File: src/rtl/regfile_wb_sched.sv
// regfile_wb_sched: round-robin writeback arbiter and RAW/WAW hazard scoreboard for a 2**AW x XLEN regfile
module regfile_wb_sched #(
  parameter int XLEN = 32,
  parameter int AW   = 5
) (
  input  logic              clk,
  input  logic              rst_n,
  input  logic              iss_valid_i,
  input  logic [AW-1:0]     iss_rd_i,
  input  logic [AW-1:0]     iss_rs1_i,
  input  logic [AW-1:0]     iss_rs2_i,
  output logic              iss_stall_o,
  input  logic              alu_valid_i,
  input  logic [AW-1:0]     alu_rd_i,
  input  logic [XLEN-1:0]   alu_data_i,
  output logic              alu_ready_o,
  input  logic              lsu_valid_i,
  input  logic [AW-1:0]     lsu_rd_i,
  input  logic [XLEN-1:0]   lsu_data_i,
  output logic              lsu_ready_o,
  output logic              wreg_o,
  output logic [AW-1:0]     waddr_o,
  output logic [XLEN-1:0]   wrdata_o,
  output logic [2**AW-1:0]  busy_vec_o,
  output logic              err_stray_o
);
  localparam int NR = 2**AW;
  localparam logic [NR-1:0] ONE = NR'(1);
  logic [NR-1:0] busy_q, busy_d, clr, set;
  logic rr_q, rr_d, alu_g, lsu_g, acc, wreg_q, wreg_d, err_q, err_d;
  logic [AW-1:0] waddr_q, waddr_d, win_rd;
  logic [XLEN-1:0] wrdata_q, wrdata_d, win_data;
  always_comb begin
    iss_stall_o = iss_valid_i & (busy_q[iss_rs1_i] | busy_q[iss_rs2_i] | busy_q[iss_rd_i]);
    acc = iss_valid_i & ~iss_stall_o & (iss_rd_i != '0);
    // rr_q=0 favours the ALU when both producers compete
    alu_g = alu_valid_i & (~lsu_valid_i | ~rr_q);
    lsu_g = lsu_valid_i & ~alu_g;
    rr_d = (alu_valid_i & lsu_valid_i) ? ~rr_q : rr_q;
    win_rd = alu_g ? alu_rd_i : lsu_rd_i;
    win_data = alu_g ? alu_data_i : lsu_data_i;
    wreg_d = (alu_g | lsu_g) & (win_rd != '0);
    waddr_d = wreg_d ? win_rd : waddr_q;
    wrdata_d = wreg_d ? win_data : wrdata_q;
    err_d = err_q | (wreg_d & ~busy_q[win_rd]);
    clr = wreg_q ? ONE << waddr_q : '0;
    set = acc ? ONE << iss_rd_i : '0;
    busy_d = ((busy_q & ~clr) | set) & ~ONE;
  end
  always_ff @(posedge clk or negedge rst_n) begin
    if (!rst_n) begin
      busy_q <= '0;
      rr_q <= 1'b0;
      wreg_q <= 1'b0;
      waddr_q <= '0;
      wrdata_q <= '0;
      err_q <= 1'b0;
    end else begin
      busy_q <= busy_d;
      rr_q <= rr_d;
      wreg_q <= wreg_d;
      waddr_q <= waddr_d;
      wrdata_q <= wrdata_d;
      err_q <= err_d;
    end
  end
  assign alu_ready_o = alu_g;
  assign lsu_ready_o = lsu_g;
  assign wreg_o = wreg_q;
  assign waddr_o = waddr_q;
  assign wrdata_o = wrdata_q;
  assign busy_vec_o = busy_q;
  assign err_stray_o = err_q;
endmodule

File: config.mk
export PLATFORM = sky130hd
export DESIGN_NAME = regfile_wb_sched
export DESIGN_NICKNAME = d
export VERILOG_FILES = /design/src/rtl/regfile_wb_sched.sv
export SDC_FILE = /design/constraint.sdc
export NUM_CORES = 1
export LEC_CHECK = 0
export ABC_AREA = 0
export CAP_MARGIN = 30
export CORE_MARGIN = 2
export CORE_UTILIZATION = 45
export DETAILED_ROUTE_END_ITERATION = 10
export GPL_TIMING_DRIVEN = 0
export PLACE_DENSITY = 0.81
export SLEW_MARGIN = 20
export SYNTH_ARGS = -nofsm -noshare
export SYNTH_HDL_FRONTEND = slang
export SYNTH_SLANG_ARGS = --single-unit
File: constraint.sdc
create_clock -name clk -period 5.34 [get_ports clk]
set_input_delay 0.801 -clock clk [delete_from_list [all_inputs] [get_ports clk]]
set_output_delay 0.801 -clock clk [all_outputs]
set_load 0.02 [all_outputs]
# Word-level counts from Yosys, hierarchy flattened
# Index checks and enable logic that the tools add are counted.
# totals
in_bits	94
register_bits	71
elab_cells	47
output_inout_bits	74
# classes
order_cmp	4
shifts	2
reduce_logical	2
bitwise_logic	21
mux	12
# ops
op	count
two-way mux 32 bit	3
<< shifter 1 x 5 -> 32 bit, first input constant	2
bitwise AND 32 bit	1
NOT 32 bit	1
OR 32 bit	1
< comparator 5 x 6 -> 1 bit, second input constant	4
binary-select mux 1 bit (select 5 bit)	4
nonzero test 5 bit	2
bitwise AND 1 bit	8
two-way mux 5 bit	1
NOT 1 bit	5
OR 1 bit	5
two-way mux 1 bit	4

# Logic depth before layout (Yosys ltp)
# logic_depth
word_depth	10
mapped_depth	11

# Worst setup path before layout
# OpenSTA, ideal clock, no wires.
# synth_path
kind	input-to-output
start	input iss_rd_i[0]
end	output iss_stall_o
required_ns	4.539
t_arrival_ns	2.982
setup_slack_ns	1.557
stages	7
cell_sequence	clkbuf_1 > mux4_2 > mux4_2 > nand2_1 > o31ai_1 > or3_4 > and2_1
# synth_via
elab_chain_cells	4
# synth_lines
element	line_no	rtl
from (decl)	9	input logic [AW-1:0] iss_rd_i,
binary-select mux 1 bit (select 5 bit)	34	iss_stall_o = iss_valid_i & (busy_q[iss_rs1_i] | busy_q[iss_rs2_i] | busy_q[iss_rd_i]);
two-way mux 1 bit (not written as such)	34	
OR 1 bit	34	
bitwise AND 1 bit	34	
to (decl)	12	output logic iss_stall_o,
# No other way between the ends. The select of a mux whose other input is x is not followed.

# Worst setup path in the final report
# layout_path
start	input iss_rd_i[1]
end	output iss_stall_o
# The elaborated chain is that of the path after synthesis.

==> summary.txt <==
# port buffers: 161
htree depth: 3
Achievable Freq: 206.0 MHz
Max clock buf depth: 2
Routed WL: 15.76 mm
setup TNS: 0 ns
# clock sinks: 71
first-pass GRT wire length: 25.31 mm
r2r setup slk: 2.26 ns
CP Data Required Time: 4.54 ns
syn_nets: 595
DRT Pass-1 Iters: 5
Tot Pwr: 2.920 mW
GRT Total Usage: 29.12%
post-CTS sizing: 0
global-route met2 utilization: 49.54%
layout cells sized above 1: 10.90%
met1 Track Usage GR: 35.81%
Via density: 5.914
Yosys reg bits: 71
Design Area, Final: 6573 um2
endpoints failing setup: 0
Yosys top cell by area: dfrtp_1
dpl cell area: 6381 um2
sequential element share of the synthesized area: 38.84%
CTS Buf Count: 9
mean cell area of the mapped netlist: 9.131 um2
Starting DRT DRC Count: 415
maximum VDD drop: 179.9 uV
Nets: 768
Final Max Tran Viols: 0
Hold Violations, Final: 0
initial antenna violation count: 0
Root Driver: clkbuf_8
Worst EP arrival: 4.05 ns
Worst Setup End Kind: output port
HP Class: in -> async
Post-Syn Instances: 501
vias in the first global route: 4877
number of hold buffers added after cts: 0
clock slew at reported path FFs: 0.08 ns
Synth top area share: 38.84%
Flop pwr share: 35.3%
leakage power: 2.631 nW
starting density of the core: 46.59%
Psw: 1.253 mW
clock network power share: 14.9%
CP Launch Type: primary input
Synth cell types: 50
wire per inst: 19.40 um
Period minus WS final: 4.855 ns
Slew HR: 39.33%
met3 Usage GRT: 6.051%
final worst slack: 0.4845 ns
# rows: 36
Setup CP Type: in -> out
Post-DP HPWL: 11.97 mm
Area contributors post-synth: dfrtp_1, mux4_2, mux2i_1
Core Area: 9819 um2
yosys warns: 0
GPL Wtd Cong: 0.9123
Sw Share: 42.91%
RSZ-0062 raised after global routing: no
most common cell after layout, fill and taps aside: clkdlybuf4s50_1
EDFF count, synth: 0
Detail Route Antenna Nets: 0
status: finished, final reports clean
worst-skew pair later-pin latency: 0.35 ns
DIE HEIGHT: 104.8 um
Synth Flop Type: dfrtp_1
mapped cell area: 4574 um2
clock skew: 0.01200 ns
Die X: 104.8 um
Int Pwr: 1.667 mW
Synth async-reset ratio: 100.0%
DRC: 0
pin count of the biggest net entering global routing: 51
CTS tree: yes
worst-margin pin slew: 0.8848 ns
I/O pin cnt: 168
vias after detailed routing: 4802
ANT cells: 0
commonest cells after routing, fill and taps aside: clkdlybuf4s50_1, nand2_1, dfrtp_1, nor2_1, mux2i_1
Combinational Power Share: 49.9%
total grt overflow: 0
Max Cap Viol: 0
Post-CTS Setup Inserts: 0
period utilization: 90.93%
pre-CTS setup slack: 0.5084 ns
maximum fanout along the worst path: 10
Power per Cell Area: 444.3 nW/um2
synthesis-to-layout area growth: 43.68%
full die area: 10990 um2
layer with the highest usage: met2
-- metrics by stage --
stage	cells	hold slack, ns	utilization [%]
2_1_floorplan	501	0.4671	-
3_3_place_gp	795	0.4840	64.69
3_5_place_dp	796	0.5010	64.98
4_1_cts	812	0.3317	66.93
5_1_grt	812	0.3486	66.93
6_report	812	0.3323	66.93
-- final cells by class --
type                       instances  area [um2]
fill                             821        3247
multi-input combinational        392        2619
sequential                        71        1777
timing repair buffer             162        1637
tap                              133       166.4
buffer                            33       163.9
clock buffer                      13       148.9
clock inverter                     3       42.54
inverter                           5       18.77
-- power groups by stage --
| stage | Clock [mW] | Combinational [mW] | Sequential [mW] |
|---|---|---|---|
| floorplan | 0 | 0.640 | 1.11 |
| global placement | 0 | 1.42 | 1.01 |
| detailed placement | 0 | 1.45 | 1.02 |
| CTS | 0.435 | 1.46 | 1.01 |
| global route | 0.458 | 1.56 | 1.04 |
| finish | 0.434 | 1.46 | 1.03 |
-- cell families after synthesis --
group / share of synthesized area [%]
AND/OR/NAND/NOR: 19.67
multiplexers: 19.12
other: 0.08198
AO/OA/AOI/OAI: 18.11
flip-flops: 38.84
XOR/XNOR: 0.1915
buffers and inverters: 3.994
-- critical path, cell delays in order --
cell and delay, ns:
clkdlybuf4s50_1 0.57, buf_6 0.18, mux4_2 0.50, mux2i_1 0.15, nor3b_1 0.07, or4_1 0.50, buf_2 0.19, or3_4 0.39
and2_1 0.17, clkdlybuf4s50_1 0.53
-- synthesized netlist by cell type (3+ instances only) --
master    instances
a21oi_1          12
a31oi_1          32
and3b_1           3
buf_2             5
buf_6             4
clkbuf_1         21
dfrtp_1          71
inv_1             5
mux2_2            5
mux2i_1          39
mux4_2           19
nand2_1         104
nand2b_1          5
nand3_1           6
nand3b_1          3
nand4_1           4
nor2_1           47
nor2b_1           6
nor3_1            4
nor3b_1           6
o211ai_1          4
o21ai_0          36
o21ai_2          20
o41ai_1           8
-- layer usage --
layer	vias up	share of wire, %
li1	2163	-
met1	2340	39
met2	250	50
met3	49	8.2
met4	0	3.6
met5	-	0
-- registers in the layout, summed over array words and instances, names as in the netlist --
name	count
busy_vec_o	31
err_stray_o	1
rr_q	1
waddr_o	5
wrdata_o	32
wreg_o	1
-- worst paths after layout --
check	start	end	cells past startpoint
max	iss_rd_i[1]	iss_stall_o	10
min	rst_n	rr_q$_DFFE_PN0P_	1
max reg2reg	rr_q$_DFFE_PN0P_	wrdata_o[23]$_DFFE_PN0P_	9
min reg2reg	rr_q$_DFFE_PN0P_	rr_q$_DFFE_PN0P_	1
max in group asynchronous	rst_n	busy_vec_o[5]$_DFF_PN0_	2
min in group clk	rr_q$_DFFE_PN0P_	rr_q$_DFFE_PN0P_	1
Power figures use the tool's default switching activity.
